[src/rtl/vram_arbiter.sv]
// Single-port VRAM arbiter between the hpu fetch port and a host read/write port.
// One access per clock, same-cycle grants, 2-cycle read return routed back to the issuer.
module vram_arbiter #(
  parameter int ADDR_W   = 13,
  parameter int DATA_W   = 8,
  parameter int MAX_WAIT = 4
) (
  input  logic              clk,
  input  logic              reset_n,
  input  logic              vblank,
  // hpu fetch port (read-only)
  input  logic              ppu_req,
  input  logic [15:0]       ppu_addr,
  output logic              ppu_gnt,
  output logic              ppu_rvalid,
  output logic [DATA_W-1:0] ppu_rdata,
  // host port
  input  logic              host_req,
  input  logic              host_we,
  input  logic [15:0]       host_addr,
  input  logic [DATA_W-1:0] host_wdata,
  output logic              host_gnt,
  output logic              host_rvalid,
  output logic [DATA_W-1:0] host_rdata,
  // RAM side
  output logic              mem_en,
  output logic              mem_we,
  output logic [ADDR_W-1:0] mem_addr,
  output logic [DATA_W-1:0] mem_wdata,
  input  logic [DATA_W-1:0] mem_rdata
);

  localparam int CNT_W = $clog2(MAX_WAIT + 1);

  typedef enum logic {
    OWN_PPU  = 1'b0,
    OWN_HOST = 1'b1
  } owner_e;

  typedef struct packed {
    owner_e owner;
    logic   valid;
  } pend_t;

  logic [CNT_W-1:0] wait_cnt;
  pend_t            pend;
  pend_t            pend_next;
  logic             host_starved;
  logic             host_win;

  // Only the low ADDR_W bits select a RAM word; higher bits alias.
  logic unused_addr_hi;
  assign unused_addr_hi = ^{ppu_addr[15:ADDR_W], host_addr[15:ADDR_W]};

  // Grants are gated by reset_n so nothing reaches the RAM while reset is held.
  assign host_starved = (wait_cnt == CNT_W'(MAX_WAIT));
  assign host_win     = reset_n & host_req & (~ppu_req | vblank | host_starved);
  assign host_gnt     = host_win;
  assign ppu_gnt      = reset_n & ppu_req & ~host_win;

  // NOTE: every output of an always_comb gets a default first so no path can infer a latch.
  always_comb begin
    mem_en    = 1'b0;
    mem_we    = 1'b0;
    mem_addr  = '0;
    mem_wdata = '0;
    pend_next = '{owner: OWN_PPU, valid: 1'b0};
    if (host_gnt) begin
      mem_en    = 1'b1;
      mem_we    = host_we;
      mem_addr  = host_addr[ADDR_W-1:0];
      mem_wdata = host_wdata;
      pend_next = '{owner: OWN_HOST, valid: ~host_we};
    end else if (ppu_gnt) begin
      mem_en    = 1'b1;
      mem_addr  = ppu_addr[ADDR_W-1:0];
      pend_next = '{owner: OWN_PPU, valid: 1'b1};
    end
  end

  // NOTE: sequential state uses non-blocking assignments so every register samples pre-edge values.
  always_ff @(posedge clk or negedge reset_n) begin
    if (!reset_n) begin
      wait_cnt <= '0;
    end else if (!host_req || host_gnt) begin
      wait_cnt <= '0;
    end else if (!host_starved) begin
      wait_cnt <= wait_cnt + CNT_W'(1);
    end
  end

  // Stage 1: remember who owns the read issued this cycle.
  always_ff @(posedge clk or negedge reset_n) begin
    if (!reset_n) begin
      pend <= '{owner: OWN_PPU, valid: 1'b0};
    end else begin
      pend <= pend_next;
    end
  end

  // Stage 2: RAM data arrives; steer it to the owner and pulse its rvalid next cycle.
  // NOTE: the rdata holding registers are reset too, so both read buses show 0 out of reset.
  always_ff @(posedge clk or negedge reset_n) begin
    if (!reset_n) begin
      ppu_rvalid  <= 1'b0;
      host_rvalid <= 1'b0;
      ppu_rdata   <= '0;
      host_rdata  <= '0;
    end else begin
      ppu_rvalid  <= pend.valid && (pend.owner == OWN_PPU);
      host_rvalid <= pend.valid && (pend.owner == OWN_HOST);
      if (pend.valid && (pend.owner == OWN_PPU)) begin
        ppu_rdata <= mem_rdata;
      end
      if (pend.valid && (pend.owner == OWN_HOST)) begin
        host_rdata <= mem_rdata;
      end
    end
  end

endmodule
[config.mk]
export PLATFORM = sky130hd
export DESIGN_NAME = vram_arbiter
export DESIGN_NICKNAME = d
export VERILOG_FILES = /design/src/rtl/vram_arbiter.sv
export SDC_FILE = /design/constraint.sdc
export NUM_CORES = 1
export LEC_CHECK = 0
export BUFFER_PORTS_ARGS = -buffer_cell sky130_fd_sc_hd__buf_2
export CAP_MARGIN = 20
export CORE_AREA = 2 2 65 67
export DETAILED_ROUTE_END_ITERATION = 7
export DIE_AREA = 0 0 67 69
export GPL_TIMING_DRIVEN = 0
export PLACE_DENSITY = 0.63
export SYNTH_ARGS = -nofsm -noshare
export SYNTH_HDL_FRONTEND = slang
export SYNTH_SLANG_ARGS = --single-unit
[constraint.sdc]
create_clock -name clk -period 2 [get_ports clk]
set_clock_uncertainty 0.15 [all_clocks]
set_input_delay 0.2 -clock clk [delete_from_list [all_inputs] [get_ports clk]]
set_output_delay 0.2 -clock clk [all_outputs]
set_load 0.005 [all_outputs]
### Word-level counts from Yosys, hierarchy flattened

Index checks and enable logic that the tools add are counted.

* reduce and logical (&&, ||, !) cells: 4
* mux-type cells: 10
* bitwise gates (word level): 10
* add/sub/neg operators: 1
* eq/ne operators: 2

Operators with widths (number)
* two-way mux 13 bit: 2
* two-way mux 8 bit: 1
* two-way mux 3 bit: 2
* bitwise AND 1 bit: 4
* two-way mux 1 bit: 4
* inverter 1 bit: 4
* adder 3 x 1 -> 3 bit, second input constant: 1
* equality test 3 bit, second input constant: 1
* logical AND 1 bit: 2
* two-way mux 2 bit: 1
* != test 2 x 1 -> 1 bit, second input constant: 1
* OR 1 bit: 2
* zero test 1 bit: 1
* logical OR 1 bit: 1

* register bits after elaboration: 23
* input port bits: 54
* logic and storage cells: 34
* output and inout port bits: 43

### Logic depth before layout (Yosys ltp)

Gate-level depths: netlist of run 1.

* depth in word-level cells: 8
* mapped depth: 6
* depth with buffers taken out: 5

### Least setup slack after synthesis of run 1

Ideal clock, no wire load.

* path kind: reg-to-output
* start: register wait_cnt[0]
* end: output port mem_addr[1]
* stages on the path, launching flop included: 7
* data required time: 1650 ps
* data arrival time: 1325 ps
* path buffers: 1
* setup slack: 325 ps
* path through: dfrtp_1 > inv_1 > ha_1 > a21oi_2 > a21oi_4 > buf_6 > a22o_1

* word-level cells in the longest chain between the ends: 7

RTL lines
* start, declared: RTL line 45 `logic [CNT_W-1:0] wait_cnt;`
* start signal, assigned: RTL line 88 `wait_cnt <= wait_cnt + CNT_W'(1);`
* equality test 3 bit *: RTL line 56 `assign host_starved = (wait_cnt == CNT_W'(MAX_WAIT));`
* OR 1 bit *: RTL line 57 `assign host_win = reset_n & host_req & (~ppu_req | vblank | host_starved);`
* bitwise AND 1 bit *: RTL line 57
* inverter 1 bit: RTL line 59 `assign ppu_gnt = reset_n & ppu_req & ~host_win;`
* bitwise AND 1 bit: RTL line 59
* two-way mux 13 bit: RTL line 74 `end else if (ppu_gnt) begin`
* two-way mux 13 bit *: RTL line 68 `if (host_gnt) begin`
* end, declared: RTL line 28 `output logic [ADDR_W-1:0] mem_addr,`

Every way passes the cells marked *; elsewhere a longest branch is shown, timed or not.

### Worst setup path in the final report of run 1

* start: register wait_cnt[0]
* end: output port mem_addr[4]

The elaborated chain is that of the path after synthesis.

==> impl_results.md, run 1 <==
- Outcome: finished, final reports clean
- Most frequent cells in the layout: 89 x buf_2, 23 x dfrtp_1, 16 x mux2_2, 13 x a22o_1, 7 x and2_1
- Yosys reg bits: 23
- Effective utilization at floorplan: 0.289
- Yosys cell types: 20
- Initial antenna violation count: 0
- P_sw: 0.332 mW
- Hold WC Path Type: in -> reg
- Critical path's slowest cell: dfrtp_1
- Largest family of logic cells by synthesized area: multiplexers
- Post-layout nets: 248
- Overall routing resource usage: 0.121
- Register share of total power: 0.476
- Most common library cell in the layout ignoring fill and taps: buf_2
- Startpoint types: flop
- Clock Sinks: 23
- CP max FO: 6
- PD cells: 697 mW/mm²
- Routed length per instance: 12.2 µm
- YS warnings: 0
- Hpwl dp: 2260 µm
- WL final: 2950 µm
- Max_cap viols: 0
- Peak VDD IR: 0.000247 V
- Shortest period the worst path allows: 1.98 ns
- Final Cycle Share: 0.989
- PortBufs: 90
- CTS tree: built
- Setup crit end kind: output pin
- Register area: 576 µm²
- Setup CP Type: reg -> out
- Critical Path, Cell by Cell: inv_2, ha_4, a21oi_4, o211a_4, buf_6, a22o_1, buf_2
- Finish-stage setup viols: 0
- Fin worst setup slack: 0.0220 ns
- H-tree level count: 1
- Layout cell share with drive strength beyond 1: 0.681
- Root Driver: clkbuf_8
- Core area: 0.00391 mm²
- CP required: 1.65 ns
- Worst Path Buf+Inv: 3
- Mapped Area: 0.00113 mm²
- Tightest Pin Transition: 0.394 ns
- Layout Utilization: 0.462
- Post-synth ARST share: 1.00
- Syn-to-layout area delta: 60.1%
- Cells after Synth: 88
- ANT cells: 0
- CP top delay family: compound AO/OA/AOI/OAI gates
- Routed vias/inst: 4.55
- Adder-cell area share of the yosys netlist: 0.0221
- Vias in the first global route: 1028
- Iter 0 DRT Violations: 13
- Grt ovf: 0
- Worst slack, placed: 0.0580 ns
- First-pass GRT wire length: 4450 µm
- Mux cell area share after synthesis: 0.168
- Seq/Total Area, Yosys: 0.509
- Number of synthesized flops with an enable pin: 0
- Detail Route Antenna Nets: 0
- DR vias: 1097
- RD Place Congestion: 0.758
- Synth Area in Simple Gates: 0.0853
- Die width: 67 µm
- Switching Share: 0.263
- Drt pass-1 iters: 2
- Syn Area/Cell: 12.8 µm²
- Leakage Power: 0.991 nW
- Clock power share: 0.219
- Deepest clock path buffer count: 2
- Syn_nets: 144
- Leading area contributor after synthesis: dfrtp_1
- Max-slew violations: 0
- Internal power: 0.928 mW
- Area of the multi-input gates: 531 µm²
- Max Freq: 506 MHz
- CP max stage delay: 0.39 ns
- Yosys top cell area share: 0.509
- Fillers: 385
- Die height: 69 µm
- Top cells by area, synth: dfrtp_1 51%, mux2_2 16%, a22o_1 10%
- Unrepaired setup endpoints after global routing: true
- Post-synth top flop: dfrtp_1
- Worst EP arrival: 1.63 ns
- I/O pin count: 97
- Slew headroom: 0.736
- Synth Area in Compound Gates: 0.156
- Clock transition at the registers of the reported paths: 0.08 ns
- Row cnt: 23
- DRC viols: 0
- Final Hold Fails: 0
- Logic pwr share: 0.305
- Largest net degree at the start of global routing: 24
- Clk_lat worst skew: 0.26 ns
- CTS buffer count: 3
- Total die area: 0.00462 mm²
- Post-synthesis xor/xnor area fraction: 0.00775
## registers in the layout, summed over array words and instances, names as in the netlist
register,count
host_rdata,8
pend,2
ppu_rdata,8
host_rvalid,1
ppu_rvalid,1
wait_cnt,3
## per-stage QoR
step	instance area, µm²	TNS [ns]	power (mW)	std cells	hold WS (ns)
3_5_place_dp	1640	0	0.965	228	0.0760
5_1_grt	1810	-0.657	1.34	241	0.0308
6_report	1810	0	1.26	241	0.0295
3_3_place_gp	1640	0	0.954	228	0.0791
2_1_floorplan	1130	0	0.770	88	-0.246
4_1_cts	1770	-0.285	1.27	240	0.0246
## layout make-up
cell class                      instances  share of cell area
Clock inverter                          1             0.00277
Clock buffer                            3              0.0228
Timing Repair Buffer                   98               0.297
Inverter                                5              0.0104
Sequential cell                        23               0.318
Multi-Input combinational cell         57               0.293
Buffer                                  4              0.0214
Tap cell                               50              0.0346
## worst register-to-register path: stages, from the launching register on
cell	delay [ns]
dfrtp_1	0.39
inv_2	0.07
ha_4	0.15
a21oi_4	0.07
o211a_4	0.26
buf_6	0.13
buf_4	0.13
a21o_1	0.14
## per-layer routing
| layer | routed length [µm] | up-vias | global-route usage |
|---|---|---|---|
| met4 | 0 | 0 | 0.0204 |
| met5 | 0 | - | 0 |
| met2 | 1430 | 70 | 0.211 |
| met1 | 1190 | 500 | 0.152 |
| met3 | 329 | 0 | 0.0277 |
| li1 | - | 527 | - |
## cell usage after synthesis, drive strengths merged, types with 2 or more instances
library cell / instances
buf: 4
inv: 5
mux2: 16
a21oi: 2
ha: 2
nor3: 3
a22o: 13
dfrtp: 23
and2: 9
nand2: 3
## worst paths after layout
path,startpoint,to,slack (ns),cells past startpoint
min in group asynchronous,reset_n,host_rdata[1]$_DFFE_PN0P_,0.25,2
worst max-delay path,wait_cnt[0]$_DFFE_PN0P_,mem_addr[4],0.02,7
max in group asynchronous,reset_n,pend[1]$_DFF_PN0_,1.05,3
worst max register to register,wait_cnt[0]$_DFFE_PN0P_,pend[0]$_DFF_PN0_,0.40,7
worst min-delay path,mem_rdata[3],host_rdata[3]$_DFFE_PN0P_,0.03,2
worst min register to register,host_rdata[4]$_DFFE_PN0P_,host_rdata[4]$_DFFE_PN0P_,0.35,1
## power groups by stage
| stage | Sequential [mW] | Combinational, mW | Clock (mW) |
|---|---|---|---|
| floorplan | 0.617 | 0.153 | 0 |
| global placement | 0.607 | 0.347 | 0 |
| detailed placement | 0.612 | 0.353 | 0 |
| CTS | 0.600 | 0.378 | 0.292 |
| global route | 0.610 | 0.429 | 0.306 |
| finish | 0.600 | 0.384 | 0.276 |
## cell families after synthesis
family	Yosys count
adders and majority gates	2
xor gates and xnor gates	1
AOI/OAI and AO/OA	19
and+or+nand+nor	17
DFF	23
muxes	17
buffers and inverters	9
## what timing repair did
| item | 4_1_cts | 5_1_grt |
|---|---|---|
| endpoints found under the hold margin | 23 | 0 |
| pin swaps | 2 | 2 |
| setup endpoints to repair | 23 | 22 |
| gates resized for setup | 4 | 7 |
| gates cloned | 2 | 0 |
| buffers inserted | 5 | 0 |
| hold buffers | 1 | 0 |
(Power assumes the default switching activity.)
==> run 2, diff against run 1 <==
Settings changed: ABC_AREA set to 1, CORE_AREA 2 2 65 67 to 2 2 69 71, DIE_AREA 0 0 67 69 to 0 0 71 73, PLACE_DENSITY 0.63 to 0.6.
==> run 2 against run 1 <==
Wire length increased by 17%. First-iteration DRC count rose to 2.9 times the previous value. Core utilization fell by 3.3 points. Die area grew 12%. Critical path depth increased by 2. Worst setup slack better by 0.056 ns. Sequential power barely moved. Clock power increased by 1%. Non-clock buffer count up 4. Critical path type unchanged. Critical endpoint is now mem_addr[10].
==> impl_results.md, run 2 <==
- Grt ovf: 0
- Mapped Area: 0.00128 mm²
- Seq/Total Area, Yosys: 0.450
- Syn Area/Cell: 7.94 µm²
- Post-synth top flop: dfrtp_1
- R2R setup slack: 0.52 ns
- Placed cell areas: 0.00180 mm²
- Row cnt: 25
- Worst EP arrival: 1.57 ns
- Peak VDD IR: 0.000254 V
- CP required: 1.65 ns
- Switching Share: 0.298
- Drt pass-1 iters: 6
- CTS buffer count: 3
- Total die area: 0.00518 mm²
- Overall routing resource usage: 0.130
- Max-slew violations: 0
- Min Hold Slack: 0.0230 ns
- WL final: 3430 µm
- Leakage Power: 1.23 nW
- Clock power share: 0.216
- CP max FO: 8
- Cells after Synth: 161
- Root Driver: clkbuf_8
- Syn_nets: 217
- H-tree level count: 1
- Post-synth top cells: 35 x nand2_1, 29 x inv_1, 26 x nand3_1, 23 x dfrtp_1, 13 x nor2_1
- Die width: 71 µm
- YS warnings: 0
- Top cells by area, synth: dfrtp_1 45%, nand2_1 10%, nand3_1 10%
- Final Hold Fails: 0
- Setup crit end kind: output pin
- Core area: 0.00454 mm²
- Effective utilization at floorplan: 0.282
- DRC viols: 0
- Slew headroom: 0.680
- Most frequent cells in the layout: 93 x buf_2, 35 x nand2_1, 28 x inv_1, 26 x nand3_1, 23 x dfrtp_1
- CTS tree: built
- Max_cap viols: 0
- PD cells: 665 mW/mm²
- Fillers: 460
- Shortest period the worst path allows: 1.92 ns
- R2r startpoint: wait_cnt[1]$_DFFE_PN0P_
- Clk_lat worst skew: 0.26 ns
- PortBufs: 90
- FF-to-FF path depth: 8
- Number of synthesized flops with an enable pin: 0
- Deepest clock path buffer count: 2
- Layout cell share with drive strength beyond 1: 0.464
- Most common library cell in the layout ignoring fill and taps: buf_2
- ANT cells: 0
- Largest regs: host_rdata x8, ppu_rdata x8, wait_cnt x3
- First-pass GRT wire length: 5430 µm
- Startpoint types: flop
- RR Endpoint: wait_cnt[1]$_DFFE_PN0P_
- Finish-stage setup viols: 0
- RD Place Congestion: 0.773
- Final Cycle Share: 0.961
- Internal power: 0.907 mW
- Initial antenna violation count: 0
- Post-Layout Cell Count: 317
- Clock Sinks: 23
- DR vias: 1365
- Largest net degree at the start of global routing: 24
- Tightest Pin Transition: 0.479 ns
- Leading area contributor after synthesis: dfrtp_1
- Max Freq: 520 MHz
- Routed length per instance: 10.8 µm
- Yosys cell types: 16
- Crit path to: mem_addr[10]
- P_sw: 0.386 mW
- Hold WC Path Type: in -> reg
- Yosys top cell area share: 0.450
- Iter 0 DRT Violations: 38
- Hpwl dp: 2550 µm
- Routed vias/inst: 4.31
- Clock transition at the registers of the reported paths: 0.08 ns
- Placed cells: 305
- Post-layout nets: 320
- Setup CP Type: reg -> out
- Crit. Startpoint: wait_cnt[1]$_DFFE_PN0P_
- Yosys reg bits: 23
- Die height: 73 µm
- Detail Route Antenna Nets: 0
- Count leader, synth: nand2_1
- Design Area, Final: 0.00195 mm²
- Register share of total power: 0.464
- I/O pin count: 97
- Total negative slack: 0 ns
- Vias in the first global route: 1246
- Syn-to-layout area delta: 52.2%
- Logic pwr share: 0.319
- Post-synth ARST share: 1.00
- Outcome: finished, final reports clean
-- run 2: cell types whose count changed after synthesis, moves of 8 or more --
| cell | before | now |
|---|---|---|
| nand2_1 | 3 | 35 |
| nand3_1 | 0 | 26 |
| inv_1 | 5 | 29 |
| mux2_2 | 16 | 0 |
| a22o_1 | 13 | 0 |
| nor2_1 | 0 | 13 |
| and2_1 | 9 | 0 |
| o21ai_0 | 1 | 10 |
| o21ai_2 | 0 | 8 |
-- run 2: logic make-up (layout without fill, tap and decap cells) --
logic type	count (synthesis)	count (layout)	share of synthesized area
fa+ha+maj	2	2	0.0196
xor+xnor	2	2	0.0137
buf+inv	37	139	0.143
simple gates	79	79	0.280
flops	23	23	0.450
compound gates	18	18	0.0939
-- run 2: area by class of cell --
class                      instances  area, µm²  area share
sequential                        23        576       0.296
tap                               54       67.6      0.0347
multi-input combinational        101        532       0.273
clock buffer                       4       45.0      0.0232
timing repair buffer              98        537       0.276
inverter                          29        109      0.0559
buffer                             8       80.1      0.0412
-- run 2: critical path: stages, from the launching register on --
cell	delay (ns)
dfrtp_1	0.39
inv_1	0.09
ha_2	0.18
nand2_2	0.07
nand3_4	0.11
nand2_8	0.08
buf_4	0.15
nand3_1	0.06
nand2_1	0.06
buf_2	0.13
-- run 2: worst min-delay path by stage --
| stage | startpoint | to | slack, ns | cells after the start |
|---|---|---|---|---|
| floorplan | reset_n | host_rdata[0]$_DFFE_PN0P_ | -0.25 | 0 |
| global placement | reset_n | host_rdata[2]$_DFFE_PN0P_ | 0.07 | 1 |
| detailed placement | reset_n | host_rdata[2]$_DFFE_PN0P_ | 0.07 | 1 |
| CTS | host_we | pend[0]$_DFF_PN0_ | 0.02 | 2 |
| global route | host_we | pend[0]$_DFF_PN0_ | 0.04 | 2 |
| finish | host_we | pend[0]$_DFF_PN0_ | 0.02 | 2 |
-- run 2: stage by stage --
step                 util  setup slack [ns]  power, mW
global route        0.429           -0.0231       1.39
global placement    0.396             0.101      0.990
floorplan               -             0.493      0.801
detailed placement  0.396            0.0870      0.998
CTS                 0.414            0.0453       1.29
finish              0.429            0.0783       1.29
-- run 2: per-layer routing --
layer	GRT usage	part of all wire
met3	0.0276	0.10
met1	0.161	0.42
met5	0	0
met4	0.0377	0.0023
met2	0.227	0.47
-- run 2: repair_timing --
action / 4_1_cts / 5_1_grt
setup buffers: 3 / 2
endpoints found under the hold margin: 23 / 0
hold buffers: 1 / 0
cloned: 0 / 1
resized for setup: 1 / 6
endpoints found under the setup margin: 2 / 14
pin swaps: 2 / 2
-- run 2: power by group through the flow --
| stage | Sequential [mW] | Combinational, mW | Clock, mW |
|---|---|---|---|
| global route | 0.610 | 0.466 | 0.311 |
| floorplan | 0.615 | 0.186 | 0 |
| global placement | 0.608 | 0.382 | 0 |
| CTS | 0.600 | 0.398 | 0.294 |
| finish | 0.600 | 0.413 | 0.280 |
| detailed placement | 0.609 | 0.389 | 0 |
==> run 3, diff against run 2 <==
--- a/config.mk
+++ b/config.mk
@@ -13,2 +13,3 @@
 export DIE_AREA = 0 0 71 73
+export GPL_ROUTABILITY_DRIVEN = 0
 export GPL_TIMING_DRIVEN = 0
==> constraint.sdc (replaced) <==
create_clock -name clk -period 2 [get_ports clk]
set_clock_uncertainty 0.15 [all_clocks]
set_input_delay 0.4 -clock clk [delete_from_list [all_inputs] [get_ports clk]]
set_output_delay 0.4 -clock clk [all_outputs]
set_load 0.005 [all_outputs]
==> run 3 against run 2 <==
The flow now finishes with violations (setup timing). Via count is 1.5% higher. Largest cell class unchanged. Sequential power about the same. Wire length grew 2.5%. Fmax fell by 6.5%. Worst setup slack worse by 0.13 ns.
==> impl_results.md, run 3 (synthesis results as in run 2) <==
- Outcome: finished with violations
- Failing checks: setup timing
- Final Hold Fails: 0
- Setup CP Type: reg -> out
- Clock Sinks: 23
- Slew headroom: 0.680
- Root Driver: clkbuf_8
- Min Hold Slack: 0.228 ns
- DR vias: 1385
- Busiest grt layer: met2
- Peak VDD IR: 0.000255 V
- Most frequent cells in the layout: 92 x buf_2, 35 x nand2_1, 27 x inv_1, 23 x dfrtp_1, 22 x nand3_1
- Die width: 71 µm
- Hpwl dp: 2550 µm
- Max_cap viols: 0
- Core area: 0.00454 mm²
- Fin worst setup slack: -0.0557 ns
- First-pass GRT wire length: 5700 µm
- Max-slew violations: 0
- Setup crit end kind: output pin
- PortBufs: 90
- CTS tree: built
- GR Layer Usage met2: 0.245
- Post-layout nets: 324
- Shortest period the worst path allows: 2.06 ns
- Drt pass-1 iters: 4
- Total die area: 0.00518 mm²
- Vias in the first global route: 1303
- CP max FO: 10
- Largest net degree at the start of global routing: 24
- CP required: 1.45 ns
- Unrepaired setup endpoints after global routing: true
- Worst EP arrival: 1.51 ns
- Max Freq: 486 MHz
- Row cnt: 25
- Effective utilization at floorplan: 0.282
- GR Util met1: 0.164
- WL final: 3520 µm
- Most common library cell in the layout ignoring fill and taps: buf_2
- Worst slack, placed: -0.313 ns
- Iter 0 DRT Violations: 62
- Routed vias/inst: 4.31
- Area of the multi-input gates: 574 µm²
- Overall routing resource usage: 0.137
- Deepest clock path buffer count: 2
- Register area: 576 µm²
- Die height: 73 µm
- Layout cell share with drive strength beyond 1: 0.502
- Finish-stage setup viols: 23
- DRC viols: 0
- Met3 usage: 0.0276
- Startpoint types: flop
- I/O pin count: 97
- Largest regs: host_rdata x8, ppu_rdata x8, wait_cnt x3
- Hold WC Path Type: in -> reg
- Final Cycle Share: 1.03
- Tightest Pin Transition: 0.479 ns
- Grt ovf: 0
- Fillers: 449
- Leakage Power: 1.26 nW
- H-tree level count: 1
- ANT cells: 0
- Initial antenna violation count: 0
- Syn-to-layout area delta: 58.3%
- CTS buffer count: 3
- Routed length per instance: 11.0 µm
- Clk_lat worst skew: 0.26 ns
- Detail Route Antenna Nets: 0
- PD cells: 656 mW/mm²
- Clock transition at the registers of the reported paths: 0.08 ns
run 3: worst paths after layout:
kind                                     startpoint                        end  slack (ns)  depth (start not counted)
max                         wait_cnt[1]$_DFFE_PN0P_               mem_addr[11]       -0.06                          8
min                                         host_we          pend[0]$_DFF_PN0_        0.23                          2
max reg2reg                 wait_cnt[1]$_DFFE_PN0P_    wait_cnt[1]$_DFFE_PN0P_        0.57                          8
min reg2reg                ppu_rdata[2]$_DFFE_PN0P_   ppu_rdata[2]$_DFFE_PN0P_        0.33                          2
max in group asynchronous                   reset_n   ppu_rdata[2]$_DFFE_PN0P_        0.78                          3
min in group asynchronous                   reset_n  host_rdata[0]$_DFFE_PN0P_        0.48                          2
run 3: repair_timing:
item | in CTS | in global routing
cloned | 1 | 0
pin swaps | 5 | 4
endpoints found under the setup margin | 25 | 25
hold buffers | 1 | 0
setup buffers | 6 | 3
hold endpoints to repair | 23 | 0
gates resized for setup | 14 | 5
run 3: power by group:
part | total, mW | internal (mW) | switching (mW)
registers | 0.601 | 0.554 | 0.0473
logic | 0.444 | 0.232 | 0.212
clock network | 0.282 | 0.142 | 0.140
run 3: critical path, stage by stage (launching register included):
cell and delay (ns):
dfrtp_1 0.39, inv_2 0.09, ha_4 0.14, nand2_4 0.05
nand3_4 0.10, buf_6 0.15, nand3_1 0.08, nand2_1 0.10
buf_2 0.12
run 3: final cells by class:
type | instances | share of cell area
plain buffers | 8 | 0.0396
clock buffers | 4 | 0.0222
inverters | 29 | 0.0538
multi-input cells | 101 | 0.284
flip-flops and latches | 23 | 0.284
well taps | 54 | 0.0334
repair buffers | 102 | 0.283
run 3: per-layer routing:
| metal | share of wire | wire length (µm) |
|---|---|---|
| met5 | 0 | 0 |
| met4 | 0.010 | 36 |
| met3 | 0.095 | 333 |
| met2 | 0.47 | 1660 |
| met1 | 0.42 | 1480 |
run 3: stage by stage:
stage	instances	TNS [ns]	power (mW)	util	area (µm²)
3_3_place_gp	305	-4.48	0.990	0.396	1800
6_report	321	-0.676	1.33	0.446	2020
5_1_grt	321	-2.67	1.42	0.446	2020
4_1_cts	317	-0.793	1.32	0.430	1950
2_1_floorplan	161	0	0.801	-	1280
3_5_place_dp	305	-4.94	0.998	0.396	1800
